<file path="src/rtl/tpu_instr_fetch_pkg.sv">
// Shared types for the scalar-unit fetch path: instruction/address types,
// fetch FSM states and the fetch queue entry.
package pkg_tpu;

  localparam int SIZE_THREAD_MEM = 1024;
  localparam int T_ADDR_W        = $clog2(SIZE_THREAD_MEM);
  localparam int T_INSTR_W       = 32;

  typedef logic [T_ADDR_W-1:0]  t_address_t;
  typedef logic [T_INSTR_W-1:0] instr_t;

  typedef enum logic [1:0] {
    IDLE,
    FETCH,
    DRAIN
  } fetch_state_t;

  typedef struct packed {
    instr_t     instr;
    t_address_t pc;
  } fetch_entry_t;

  // Sequential PC step; wraps from the top of thread memory back to 0.
  function automatic t_address_t pc_next(input t_address_t pc);
    return pc + t_address_t'(1);
  endfunction

endpackage

</file>
<file path="src/rtl/tpu_fetch_buf.sv">
// Two-entry queue of {instruction, PC} between instruction memory and decode.
// Flush has priority over push and pop.
module tpu_fetch_buf
  import pkg_tpu::*;
(
  input  logic         clock,
  input  logic         reset,
  input  logic         push,
  input  logic         pop,
  input  logic         flush,
  input  fetch_entry_t wr_entry,
  output fetch_entry_t head,
  output logic [1:0]   count
);

  fetch_entry_t mem [2];
  logic         rd_ptr;
  logic         wr_ptr;

  // NOTE: the storage is reset along with the pointers so the head reads as 0
  // out of reset; it is only two entries, so the cost of the reset net is trivial.
  always_ff @(posedge clock or negedge reset) begin
    if (!reset) begin
      mem[0] <= '0;
      mem[1] <= '0;
      rd_ptr <= 1'b0;
      wr_ptr <= 1'b0;
      count  <= 2'd0;
    end else if (flush) begin
      rd_ptr <= 1'b0;
      wr_ptr <= 1'b0;
      count  <= 2'd0;
    end else begin
      if (push) begin
        mem[wr_ptr] <= wr_entry;
        wr_ptr      <= ~wr_ptr;
      end
      if (pop) rd_ptr <= ~rd_ptr;
      count <= count + {1'b0, push} - {1'b0, pop};
    end
  end

  assign head = mem[rd_ptr];

endmodule

</file>
<file path="src/rtl/tpu_instr_fetch.sv">
// Fetch sequencer: walks the PC from start to end, issues single-cycle loads to
// the registered instruction memory, queues returns and supports branch redirect.
module tpu_instr_fetch
  import pkg_tpu::*;
#(
  parameter int ADDR_W    = 10,
  parameter int INSTR_W   = 32,
  parameter int BUF_DEPTH = 2
) (
  input  logic               clock,
  input  logic               reset,
  input  logic               I_Start,
  input  logic [ADDR_W-1:0]  I_Start_Address,
  input  logic [ADDR_W-1:0]  I_End_Address,
  output logic               O_Busy,
  output logic               O_Done,
  output logic               O_Req_Ld,
  output logic [ADDR_W-1:0]  O_Ld_Address,
  input  logic [INSTR_W-1:0] I_Ld_Instr,
  output logic               O_Valid,
  output logic [INSTR_W-1:0] O_Instr,
  output logic [ADDR_W-1:0]  O_PC,
  input  logic               I_Stall,
  input  logic               I_Br_Taken,
  input  logic [ADDR_W-1:0]  I_Br_Target
);

  fetch_state_t state;
  t_address_t   pc;
  t_address_t   end_pc;
  t_address_t   ret_pc;
  logic         inflight;
  logic         kill;

  logic [1:0]   count;
  fetch_entry_t head;
  fetch_entry_t wr_entry;

  logic         br;
  logic         pop;
  logic         push;
  logic         issue;
  logic         drain_done;
  logic [2:0]   occupancy;

  // NOTE: every signal gets a default at the top of the block, so no path can
  // leave one unassigned and infer a latch.
  always_comb begin
    br         = I_Br_Taken && (state != IDLE);
    pop        = O_Valid && !I_Stall;
    push       = inflight && !kill;
    // Occupancy counts the entry already committed by an in-flight load, so a
    // new issue never lands on a full queue.
    occupancy  = {1'b0, count} + {2'b00, inflight} - {2'b00, pop};
    issue      = (state == FETCH) && (occupancy < 3'd2) && !I_Br_Taken;
    drain_done = (state == DRAIN) && (count == 2'd0) && !inflight && !I_Br_Taken;
    wr_entry   = '{instr: I_Ld_Instr, pc: ret_pc};
  end

  // NOTE: sequential state uses non-blocking assignments only, so every
  // register samples pre-edge values regardless of block evaluation order.
  always_ff @(posedge clock or negedge reset) begin
    if (!reset) begin
      state    <= IDLE;
      pc       <= '0;
      end_pc   <= '0;
      ret_pc   <= '0;
      inflight <= 1'b0;
      kill     <= 1'b0;
    end else begin
      inflight <= issue;
      kill     <= br && inflight;
      if (issue) ret_pc <= pc;

      case (state)
        IDLE: begin
          if (I_Start) begin
            pc     <= I_Start_Address;
            end_pc <= I_End_Address;
            state  <= FETCH;
          end
        end
        FETCH: begin
          if (br) begin
            pc <= I_Br_Target;
          end else if (issue) begin
            pc <= pc_next(pc);
            if (pc == end_pc) state <= DRAIN;
          end
        end
        DRAIN: begin
          if (br) begin
            pc    <= I_Br_Target;
            state <= FETCH;
          end else if (drain_done) begin
            state <= IDLE;
          end
        end
        default: state <= IDLE;
      endcase
    end
  end

  tpu_fetch_buf u_buf (
    .clock    (clock),
    .reset    (reset),
    .push     (push),
    .pop      (pop),
    .flush    (br),
    .wr_entry (wr_entry),
    .head     (head),
    .count    (count)
  );

  assign O_Req_Ld     = issue;
  assign O_Ld_Address = pc;
  assign O_Valid      = (count != 2'd0);
  assign O_Instr      = head.instr;
  assign O_PC         = head.pc;
  assign O_Done       = drain_done;
  assign O_Busy       = (state != IDLE) && !drain_done;

endmodule
</file>
<file path="config.mk">
export PLATFORM = sky130hd
export DESIGN_NAME = tpu_instr_fetch
export DESIGN_NICKNAME = d
export VERILOG_FILES = /design/src/rtl/tpu_instr_fetch_pkg.sv /design/src/rtl/tpu_fetch_buf.sv /design/src/rtl/tpu_instr_fetch.sv
export SDC_FILE = /design/constraint.sdc
export NUM_CORES = 1
export LEC_CHECK = 0
export CORE_MARGIN = 3
export CORE_UTILIZATION = 26
export DETAILED_ROUTE_END_ITERATION = 10
export GPL_ROUTABILITY_DRIVEN = 0
export REMOVE_ABC_BUFFERS = 1
export SYNTH_ARGS = -nofsm -noshare
export SYNTH_HDL_FRONTEND = slang
export SYNTH_HIERARCHICAL = 1
export SYNTH_SLANG_ARGS = --single-unit
</file>
<file path="constraint.sdc">
create_clock -name clock -period 5 [get_ports clock]
set_input_delay 1 -clock clock [delete_from_list [all_inputs] [get_ports clock]]
set_output_delay 1 -clock clock [all_outputs]
set_load 0.02 [all_outputs]
</file>
Word level (Yosys, flattened, before mapping). Index checks and enable logic that the tools add are counted.

Bits in registers: 122. Bits in latches: 0. RAM bits: 0. Memory bits (read-only): 0. Bits of input ports: 67. Output and inout bits: 56. Logic and storage cells: 87. Memories: 0.

Add/subtract/negate cells: 5. Multiply operators: 0. Div/mod/pow operators: 0. $lt $le $gt $ge: 4. Equal/unequal tests: 10. Shift operators: 0. Mux-type cells: 23. Bitwise logic cells: 5. Reduce and logical (&&, ||, !) cells: 27.

Operators by type and width (number): 2-to-1 mux 42 bit (4); bitwise mux 84 bit (1); demux 42 bit (select 1 bit) (1); 2-to-1 mux 10 bit (4); one-hot mux 10 bit (3 select lines) (1); 2-to-1 mux 2 bit (7); logical AND 1 bit (11); adder 10 x 1 -> 10 bit (second input constant) (1); equality test 10 bit (1); inequality test 2 bit (second input constant) (4); nonzero test 2 bit (4); inequality test 3 bit (second input constant) (2); one-hot mux 2 bit (3 select lines) (1); zero test 1 bit (5); AND reduction 5 bit (1); greater-or-equal comparator 2 bit (second input constant) (2); zero test 2 bit (2); 2-to-1 mux 1 bit (4); inverter 1 -> 2 bit (2); AND reduction 2 bit (2); AND reduction 4 bit (1); adder 2 x 1 -> 3 bit (1); < comparator 3 x 2 -> 1 bit (second input constant) (1); inverter 1 bit (3); other kinds (8) (8).

Depth between registers and ports, before layout. Gate-level depths: netlist of the first run.

Depth in word-level cells: 9. Mapped depth: 11. Mapped depth without buffers: 10.

By module. The synthesis of the first run kept the hierarchy.

By module, submodules not included: tpu_fetch_buf (times used 1, cells an instance 240, area each 3847.4 µm², sequential area each 2202.1 µm²); tpu_instr_fetch (times used 1, cells an instance 203, area each 2009.4 µm², sequential area each 850.8 µm²).

Least setup slack after synthesis of the first run. No wires, ideal clock.

Path type: input to output. Start point: in I_Stall. End point: out O_Req_Ld. Arrival: 2.752 ns. Data required time: 4.000 ns. Setup slack: 1.248 ns. Cell stages on the path: 7. Path buffers: 1. Path through: nor2b_1 ha_1 nand2b_1 fa_1 xor2_1 nor3_1 buf_2.

Word-level cells in the longest chain between the ends: 6.

RTL lines: start: declaration (RTL line tpu_instr_fetch.sv:23) `input logic I_Stall,`; zero test 1 bit (RTL line tpu_instr_fetch.sv:50) `pop = O_Valid && !I_Stall;`; logical AND 1 bit (RTL line tpu_instr_fetch.sv:50); subtractor 3 x 1 -> 3 bit (RTL line tpu_instr_fetch.sv:54) `occupancy = {1'b0, count} + {2'b00, inflight} - {2'b00, pop};`; < comparator 3 x 2 -> 1 bit (RTL line tpu_instr_fetch.sv:55) `issue = (state == FETCH) && (occupancy < 3'd2) && !I_Br_Taken;`; logical AND 1 bit (2 in a row) (RTL line tpu_instr_fetch.sv:55); end: declaration (RTL line tpu_instr_fetch.sv:17) `output logic O_Req_Ld,`.

No other way between the ends.

Worst setup path in the final report of the first run.
Start point: in I_Stall. End point: out O_Req_Ld.

Word-level cells in the longest chain between the ends: 6.

RTL lines: zero test 1 bit (RTL line tpu_instr_fetch.sv:50); logical AND 1 bit (RTL line tpu_instr_fetch.sv:50); via pop (RTL line tpu_instr_fetch.sv:40) `logic pop;`; subtractor 3 x 1 -> 3 bit (RTL line tpu_instr_fetch.sv:54); < comparator 3 x 2 -> 1 bit (RTL line tpu_instr_fetch.sv:55); logical AND 1 bit (2 in a row) (RTL line tpu_instr_fetch.sv:55).

The timed path passes the listed nets, and every way through them passes these cells.

==> results of run 1 <==
==> logic make-up (layout without fill, tap and decap cells) <==
kind of cell	after synthesis	after routing	share of synthesized area
adders and majority gates	9	9	0.0205
buffers and inverters	34	163	0.0340
AOI/OAI and AO/OA	41	41	0.0489
and+or+nand+nor	70	70	0.0600
xor gates and xnor gates	19	19	0.0308
muxes	148	148	0.285
DFF	122	122	0.521
==> metal layers <==
layer / vias to the layer above / track usage / wire length, um
li1: 1826 / - / -
met1: 1942 / 0.141 / 6050
met2: 130 / 0.189 / 6400
met3: 7 / 0.0452 / 952
met4: 0 / 0.0292 / 102
met5: - / 0 / 0
==> final cells by class <==
class / instances / area, um2 / area share
inverters: 7 / 26.3 / 0.00337
clock buffers: 25 / 485 / 0.0622
clock inverters: 4 / 20.0 / 0.00257
repair buffers: 127 / 1260 / 0.161
multi-input cells: 287 / 2610 / 0.335
flip-flops and latches: 122 / 3050 / 0.391
well taps: 280 / 350 / 0.0449
==> final timing paths <==
path / startpoint / endpoint
min: u_buf/mem[75]$_DFFE_PN0P_ / u_buf/mem[75]$_DFFE_PN0P_
max in group asynchronous: reset / u_buf/mem[42]$_DFFE_PN0P_
min in group asynchronous: reset / u_buf/mem[37]$_DFFE_PN0P_
max reg2reg: u_buf/count[1]$_DFF_PN0_ / O_Ld_Address[5]$_DFFE_PN0P_
min reg2reg: u_buf/mem[75]$_DFFE_PN0P_ / u_buf/mem[75]$_DFFE_PN0P_
max: I_Stall / O_Req_Ld
==> where the power goes <==
part	switching, mW	internal (mW)
Sequential	0.386	1.42
Clock	0.403	0.660
Combinational	1.02	1.29
==> stage by stage <==
step | total power [mW] | hold WS, ns | setup slack (ns)
floorplan | 3.21 | 0.454 | 0.359
global placement | 4.08 | 0.463 | 0.485
detailed placement | 4.17 | 0.476 | 0.530
CTS | 5.27 | 0.487 | 0.513
global route | 5.54 | 0.504 | 0.355
finish | 5.19 | 0.481 | 0.544
==> placed cells by master (no fill, tap or decap), types with 2 or more instances in the layout <==
cell / instances
clkbuf_1: 5
clkbuf_16: 17
nand4_1: 4
ha_1: 8
a311oi_1: 3
a21o_1: 4
mux2_2: 144
a31oi_1: 2
nor2b_1: 3
inv_1: 6
o31ai_1: 3
nand2_1: 23
nand3_1: 6
nor2_1: 17
clkdlybuf4s50_1: 121
clkinv_2: 4
nand2b_1: 3
a21oi_1: 4
xor2_1: 13
o22ai_1: 2
dfrtp_1: 121
buf_4: 6
nor3_1: 2
o21ai_0: 8
clkbuf_8: 3
nor4_1: 2
or4_1: 2
o211ai_1: 2
o2111ai_1: 3
mux2_1: 4
xnor2_1: 5
==> flip-flops by register name (all words and copies together) (netlist names), 2 cells and up <==
| signal | flops |
|---|---|
| u_buf/mem | 84 |
| O_Ld_Address | 10 |
| end_pc | 10 |
| ret_pc | 10 |
| state | 2 |
| u_buf/count | 2 |
==> worst register-to-register path, stage by stage (launching register included) <==
cell      delay (ns)
dfrtp_1         0.43
or2_2           0.34
nor2b_1         0.18
ha_1            0.27
nand2b_1        0.15
fa_1            0.38
xor2_1          0.18
nor3_2          0.08
buf_4           0.20
o21ai_1         0.95
nor2_1          0.13
a22o_1          0.24
==> run metrics, run 1 <==
status finished clean; crit path capture type output pin; CTS sink cnt 122; first-pass GRT wire length 22100 um; VDD IR max 229 uV; startpoint types input port; Syn Area/Cell 13.2 um2; worst-margin pin slew 1.21 ns; LEAKAGE between 3 and 4 nW; Post-Layout Cell Count between 800 and 900; all-layer global routing usage 0.115; Fin. Hold Viols 0; H-tree Lvls 4; Req. time, crit path 4.00 ns; CTS hold repair buffers 0; crit path cell chain clkdlybuf4s50_1 -> nor2b_1 -> ha_1 -> nand2b_1 -> fa_1 -> xor2_1 -> nor3_2 -> clkdlybuf4s50_1; Synth Cell Area approximately 0.0059 mm2; Reg2Reg Setup Slack 1.37 ns; prevailing post-synth register cell dfrtp_1; largest cells by area after synthesis dfrtp_1 52%, mux2_2 28%, xor2_1 1.9%; Initial Utilization 0.267; initial antenna violation count 0; fin nets about 640; clk_lat worst skew 0.40 ns; ant diodes 0; Slew HR 0.188; Worst Path Arrival 3.46 ns; number of synthesized flops with an enable pin 0; DR WL/cell between 15 and 20 um; Reg clk slew, reported paths 0.05 ns; fin crit share 0.891; count leader, synth mux2_2; Routed Wire Length 13500 um; antenna viol nets, final 0; min Tclk post-route 4.46 ns; utilization after layout 0.355; CTS Buf Count 17; slowest cell on the critical path clkdlybuf4s50_1; top-area cell type share of the netlist area 0.521; Clock Tree Root clkbuf_16; pwr/cell area 665 mW/mm2; routed vias/inst 4.58; Fin Setup TNS 0 ns; Commonest cells post-synth 144 x mux2_2, 122 x dfrtp_1, 23 x nand2_1; Post-DP Area 0.00730 mm2; largest net degree at the start of global routing 51; CP Buf/Inv Count 2; area grow syn2layout 33.2%; die height 156 um; Synth cell types 50; slowest cell delay on critical path 0.65 ns; drt initial violations about 180; critical path depth 8; cell family with most CP delay buffers and inverters; Port Buffer Count roughly 120; Rows 54; Die ar. 0.0244 mm2; Synth Instances 443; Async SR Flop Fraction 1.00; Clock Skew 0.00836 ns; Max clock buf depth 2; synthesized flop and latch total 122; I/O Pins between 100 and 150; # setup viols final 0; DR DRC count 0; total of max-cap violations 0; first-pass detailed-route iteration total 4; post-synthesis sequential area ratio 0.521; Crit Path Max Fanout 3; Slew Limit Fails 0; via count ~4000; HP Class reg2reg; Layout fillers 2139; Hold Path Stages 1; Core ar. 0.0220 mm2; Setup Buffers After CTS 0; CTS resizes 0; worst r2r path cells 11; CTS tree yes; CP Class in2out; vias in the first global route 4258; most frequent CP cell clkdlybuf4s50_1; dominant cell type by area after synthesis dfrtp_1; DP HPWL 9150 um; fraction of layout cells with a size suffix above 1 0.318; Layout Cell Area excl Fill approximately 0.0078 mm2; Placed Cells 823; Die X 156 um; Yosys warnings 6; Highest Clock Rate 224 MHz; global route total overflow 0; RSZ-0062 raised after global routing false
Power figures use the tool's default switching activity.
==> run 2: changes to the inputs <==
- clock period: 5 -> 3.6 ns (I/O delays scaled with it)
==> run metrics, run 2 (synthesized netlist as in run 1, its figures left out) <==
Fin. Hold Viols 0; CTS sink cnt 122; Slew Limit Fails 0; area grow syn2layout 36.0%; Core ar. around 0.022 mm2; H-tree Lvls 4; global route total overflow 0; first-pass GRT wire length between 20000 and 25000 um; worst r2r path cells 11; Highest Clock Rate 294 MHz; worst r2r src u_buf/count[0]$_DFF_PN0_; all-layer global routing usage 0.119; clk_lat worst skew about 0.4 ns; Clock Skew 0.00720 ns; DP HPWL 9520 um; HP Class in2async; Placed Cells 828; DR WL/cell 16.0 um; Layout fillers 2128; I/O Pins approximately 120; first-pass detailed-route iteration total 4; CTS tree yes; Clock Tree Root clkbuf_16; Place WS -0.216 ns; Port Buffer Count ~120; Setup Buffers After CTS 0; CTS resizes 1; Routed Wire Length 13700 um; fraction of layout cells with a size suffix above 1 0.332; CP Class reg2out; antenna viol nets, final 0; VDD IR max 352 uV; Worst Path Arrival 2.68 ns; drt initial violations between 150 and 200; reg2reg end state[0]$_DFFE_PN0P_; worst-margin pin slew around 0.75 ns; Post-Layout Cell Count 859; status finished clean; most common cell after layout, fill and taps aside mux2_2; Die X 156 um; # setup viols final 0; Initial Utilization 0.267; crit path capture type output pin; Reg2Reg Setup Slack 0.47 ns; most frequent cells in the layout 144 x mux2_2, 121 x dfrtp_1, 120 x clkdlybuf4s50_1; Die ar. 0.0244 mm2; Max clock buf depth 2; via count 3948; Req. time, crit path around 2.9 ns; Largest register FFs 84; CTS Buf Count 17; vias in the first global route 4383; startpoint types register; die height 156 um; ant diodes 0; final worst setup slack 0.197 ns; fin nets about 640; pwr/cell area 941 mW/mm2; Slew HR 0.499; CP Capture Point O_Req_Ld; RSZ-0062 raised after global routing false; worst setup path startpoint u_buf/count[0]$_DFF_PN0_; total of max-cap violations 0; fin crit share 0.945; initial antenna violation count 0; Crit Path Max Fanout 4; Most flops, register u_buf/mem; Reg clk slew, reported paths ~0.050 ns; DR DRC count 0; Rows 54; CTS hold repair buffers 0; LEAKAGE 3.44 nW; largest net degree at the start of global routing 67; min Tclk post-route 3.40 ns; routed vias/inst 4.60
-- run 2: cell count changes in the layout (fill, tap and decap cells not counted), sizes merged --
cell	before	now
clkbuf	25	24
clkinvlp	0	1
bufinv	0	3
clkdlybuf4s50	121	120
buf	6	11
-- run 2: layout make-up --
type                       instances  area, um2  share of cell area
sequential                       122       3050               0.384
clock buffer                      23        478              0.0600
tap                              280        350              0.0440
multi-input combinational        287       2610               0.328
clock inverter                     8        118              0.0148
inverter                           7       26.3             0.00330
timing repair buffer             132       1330               0.167
-- run 2: worst min-delay path by stage --
stage	end	slack, ns	depth (start not counted)
after global placement	u_buf/mem[76]$_DFFE_PN0P_	0.46	1
after CTS	u_buf/mem[77]$_DFFE_PN0P_	0.40	1
after detailed placement	u_buf/mem[75]$_DFFE_PN0P_	0.48	1
after floorplan	O_Ld_Address[0]$_DFFE_PN0P_	0.42	0
final	u_buf/mem[77]$_DFFE_PN0P_	0.38	1
after global routing	u_buf/mem[77]$_DFFE_PN0P_	0.43	1
-- run 2: critical path, cell delays in order (launching register included) --
cell and delay, ns:
dfrtp_1 0.39, or2_2 0.34, nor2b_1 0.16, ha_1 0.26
nand2b_1 0.15, fa_1 0.38, xor2_1 0.16, nor3_2 0.23
clkbuf_2 0.22
-- run 2: power breakdown --
part | internal [mW] | switching (mW) | total [mW]
Clock | 1.14 | 0.581 | 1.72
Combinational | 1.83 | 1.49 | 3.33
Sequential | 1.98 | 0.468 | 2.45
Total | 4.95 | 2.54 | 7.49
-- run 2: layer usage --
metal / track usage / share of wire / vias up
met1: 0.144 / 0.45 / 1979
met4: 0.0329 / 0.0080 / 0
met2: 0.199 / 0.48 / 114
met3: 0.0438 / 0.065 / 10
met5: 0 / 0 / -
li1: - / - / 1845
-- run 2: metrics by stage --
step / hold WS, ns / total power [mW] / utilization / TNS [ns] / cell area [um2]
3_3_place_gp: 0.463 / 5.72 / 0.336 / -0.226 / 7370
4_1_cts: 0.403 / 7.63 / 0.363 / 0 / 7970
5_1_grt: 0.434 / 8.01 / 0.363 / 0 / 7960
3_5_place_dp: 0.476 / 5.85 / 0.336 / -0.216 / 7370
6_report: 0.383 / 7.49 / 0.363 / 0 / 7960
2_1_floorplan: 0.424 / 4.45 / - / -9.58 / 5680
==> run 3: changes to the inputs <==
- SYNTH_HIERARCHICAL: 1 -> default
==> run metrics, run 3 <==
global route total overflow 0; Req. time, crit path 2.88 ns; Largest register FFs 84; Reg2Reg Setup Slack 0.59 ns; HP Class in2async; CTS resizes 2; startpoint types input port; top-area cell type share of the netlist area 0.528; Rows 53; I/O Pins 123; pwr/cell area 937 mW/mm2; Commonest cells post-synth 148 x mux2_2, 122 x dfrtp_1, 26 x nand2_1; LEAKAGE 3.42 nW; Initial Utilization 0.270; first-pass detailed-route iteration total 4; number of synthesized flops with an enable pin 0; via count 3892; area grow syn2layout 36.9%; Worst Path Arrival 2.70 ns; min Tclk post-route around 3.4 ns; DP HPWL 9600 um; fin crit share 0.949; CTS tree yes; die height 155 um; Die X 155 um; Reg clk slew, reported paths 0.05 ns; worst-margin pin slew around 0.68 ns; prevailing post-synth register cell dfrtp_1; Post-Layout Cell Count between 800 and 900; DR DRC count 0; Clock Tree Root clkbuf_16; ant diodes 0; dominant cell type by area after synthesis dfrtp_1; VDD IR max around 360 uV; Syn Area/Cell around 13 um2; RSZ-0062 raised after global routing false; fraction of layout cells with a size suffix above 1 0.344; Place WS -0.282 ns; part of the power in registers 0.328; Clock Skew 0.0102 ns; Layout fillers 2087; CTS hold repair buffers 0; Slew HR 0.548; synthesized flop and latch total approximately 120; Fin Setup TNS 0 ns; Most flops, register u_buf.mem; Fin. Hold Viols 0; Placed Cells slightly above 800; Max clock buf depth 2; clk_lat worst skew between 0.4 and 0.5 ns; CTS sink cnt 122; status finished clean; largest cells by area after synthesis dfrtp_1 53%, mux2_2 29%, xor2_1 1.8%; count leader, synth mux2_2; DR WL/cell between 15 and 20 um; internal power 4.81 mW; CTS Buf Count 17; routed vias/inst roughly 4.6; Core ar. ~0.021 mm2; Crit Path Max Fanout 2; Combinational Power Share 0.449; Routed Wire Length 13700 um; fin nets 642; H-tree Lvls 4; CP Class in2out; first-pass GRT wire length 22700 um; crit path capture type output pin; NetSw 2.61 mW; Die ar. 0.0241 mm2; most common cell after layout, fill and taps aside mux2_2; Switching Share 0.352; final worst setup slack 0.182 ns; most frequent cells in the layout 148 x mux2_2, 121 x dfrtp_1, 120 x clkdlybuf4s50_1; Synth Cell Area about 0.0058 mm2; initial antenna violation count 0; post-synthesis sequential area ratio 0.528; Synth Instances roughly 440; all-layer global routing usage 0.119; Slew Limit Fails 0; Setup Buffers After CTS 0; Pwr Total 7.42 mW; Clock power frac 0.224; Port Buffer Count 122; Async SR Flop Fraction 1.00; total of max-cap violations 0; antenna viol nets, final 0; Highest Clock Rate 293 MHz; Synth cell types 43; largest net degree at the start of global routing approximately 70; utilization after layout 0.370; # setup viols final 0; drt initial violations 143; vias in the first global route 4386; Yosys warnings 0
[run 3: worst paths after layout]
| kind | startpoint | end | depth (start not counted) |
|---|---|---|---|
| min in group clock | u_buf.mem[15]$_DFFE_PN0P_ | u_buf.mem[15]$_DFFE_PN0P_ | 1 |
| max reg2reg | u_buf.count[1]$_DFF_PN0_ | state[0]$_DFFE_PN0P_ | 12 |
| min reg2reg | u_buf.mem[15]$_DFFE_PN0P_ | u_buf.mem[15]$_DFFE_PN0P_ | 1 |
| max | I_Stall | O_Req_Ld | 9 |
| max in group asynchronous | reset | u_buf.mem[3]$_DFFE_PN0P_ | 2 |
| min | reset | u_buf.mem[17]$_DFFE_PN0P_ | 1 |
[run 3: cell families (layout without fill, tap and decap cells)]
kind of cell | Yosys count | after routing | synth area share
AOI/OAI and AO/OA | 43 | 43 | 0.0524
xor gates and xnor gates | 18 | 18 | 0.0273
adders and majority gates | 9 | 9 | 0.0208
buffers and inverters | 35 | 173 | 0.0266
DFF | 122 | 122 | 0.528
muxes | 148 | 148 | 0.288
and+or+nand+nor | 66 | 66 | 0.0571
[run 3: critical path, cell delays in order]
cell	delay (ns)
clkdlybuf4s50_1	0.40
a21oi_1	0.19
ha_1	0.27
inv_1	0.08
nand2_1	0.06
fa_1	0.37
xor2_1	0.17
nor3_2	0.22
clkbuf_2	0.21
[run 3: area by class of cell]
class | instances | area, um2 | share of cell area
clock buffers | 18 | 429 | 0.0542
multi-input cells | 284 | 2590 | 0.327
clock inverters | 14 | 148 | 0.0186
inverters | 11 | 41.3 | 0.00521
well taps | 275 | 344 | 0.0435
repair buffers | 130 | 1310 | 0.166
flip-flops and latches | 122 | 3050 | 0.386
[run 3: stage by stage]
stage               cell area [um2]  hold slack, ns
floorplan                      5670           0.424
global placement               7350           0.481
detailed placement             7350           0.487
CTS                            7920           0.363
global route                   7920           0.382
finish                         7920           0.339
[run 3: power by group through the flow]
| stage | Combinational (mW) | Clock (mW) | Sequential [mW] |
|---|---|---|---|
| detailed placement | 3.38 | 0 | 2.46 |
| global route | 3.63 | 1.77 | 2.53 |
| finish | 3.33 | 1.66 | 2.43 |
| global placement | 3.31 | 0 | 2.42 |
| CTS | 3.39 | 1.72 | 2.44 |
| floorplan | 2.07 | 0 | 2.38 |
[run 3: metal layers]
metal	track usage	share of wire
met1	0.148	0.45
met3	0.0417	0.066
met4	0.0299	0.0091
met2	0.198	0.48
met5	0	0
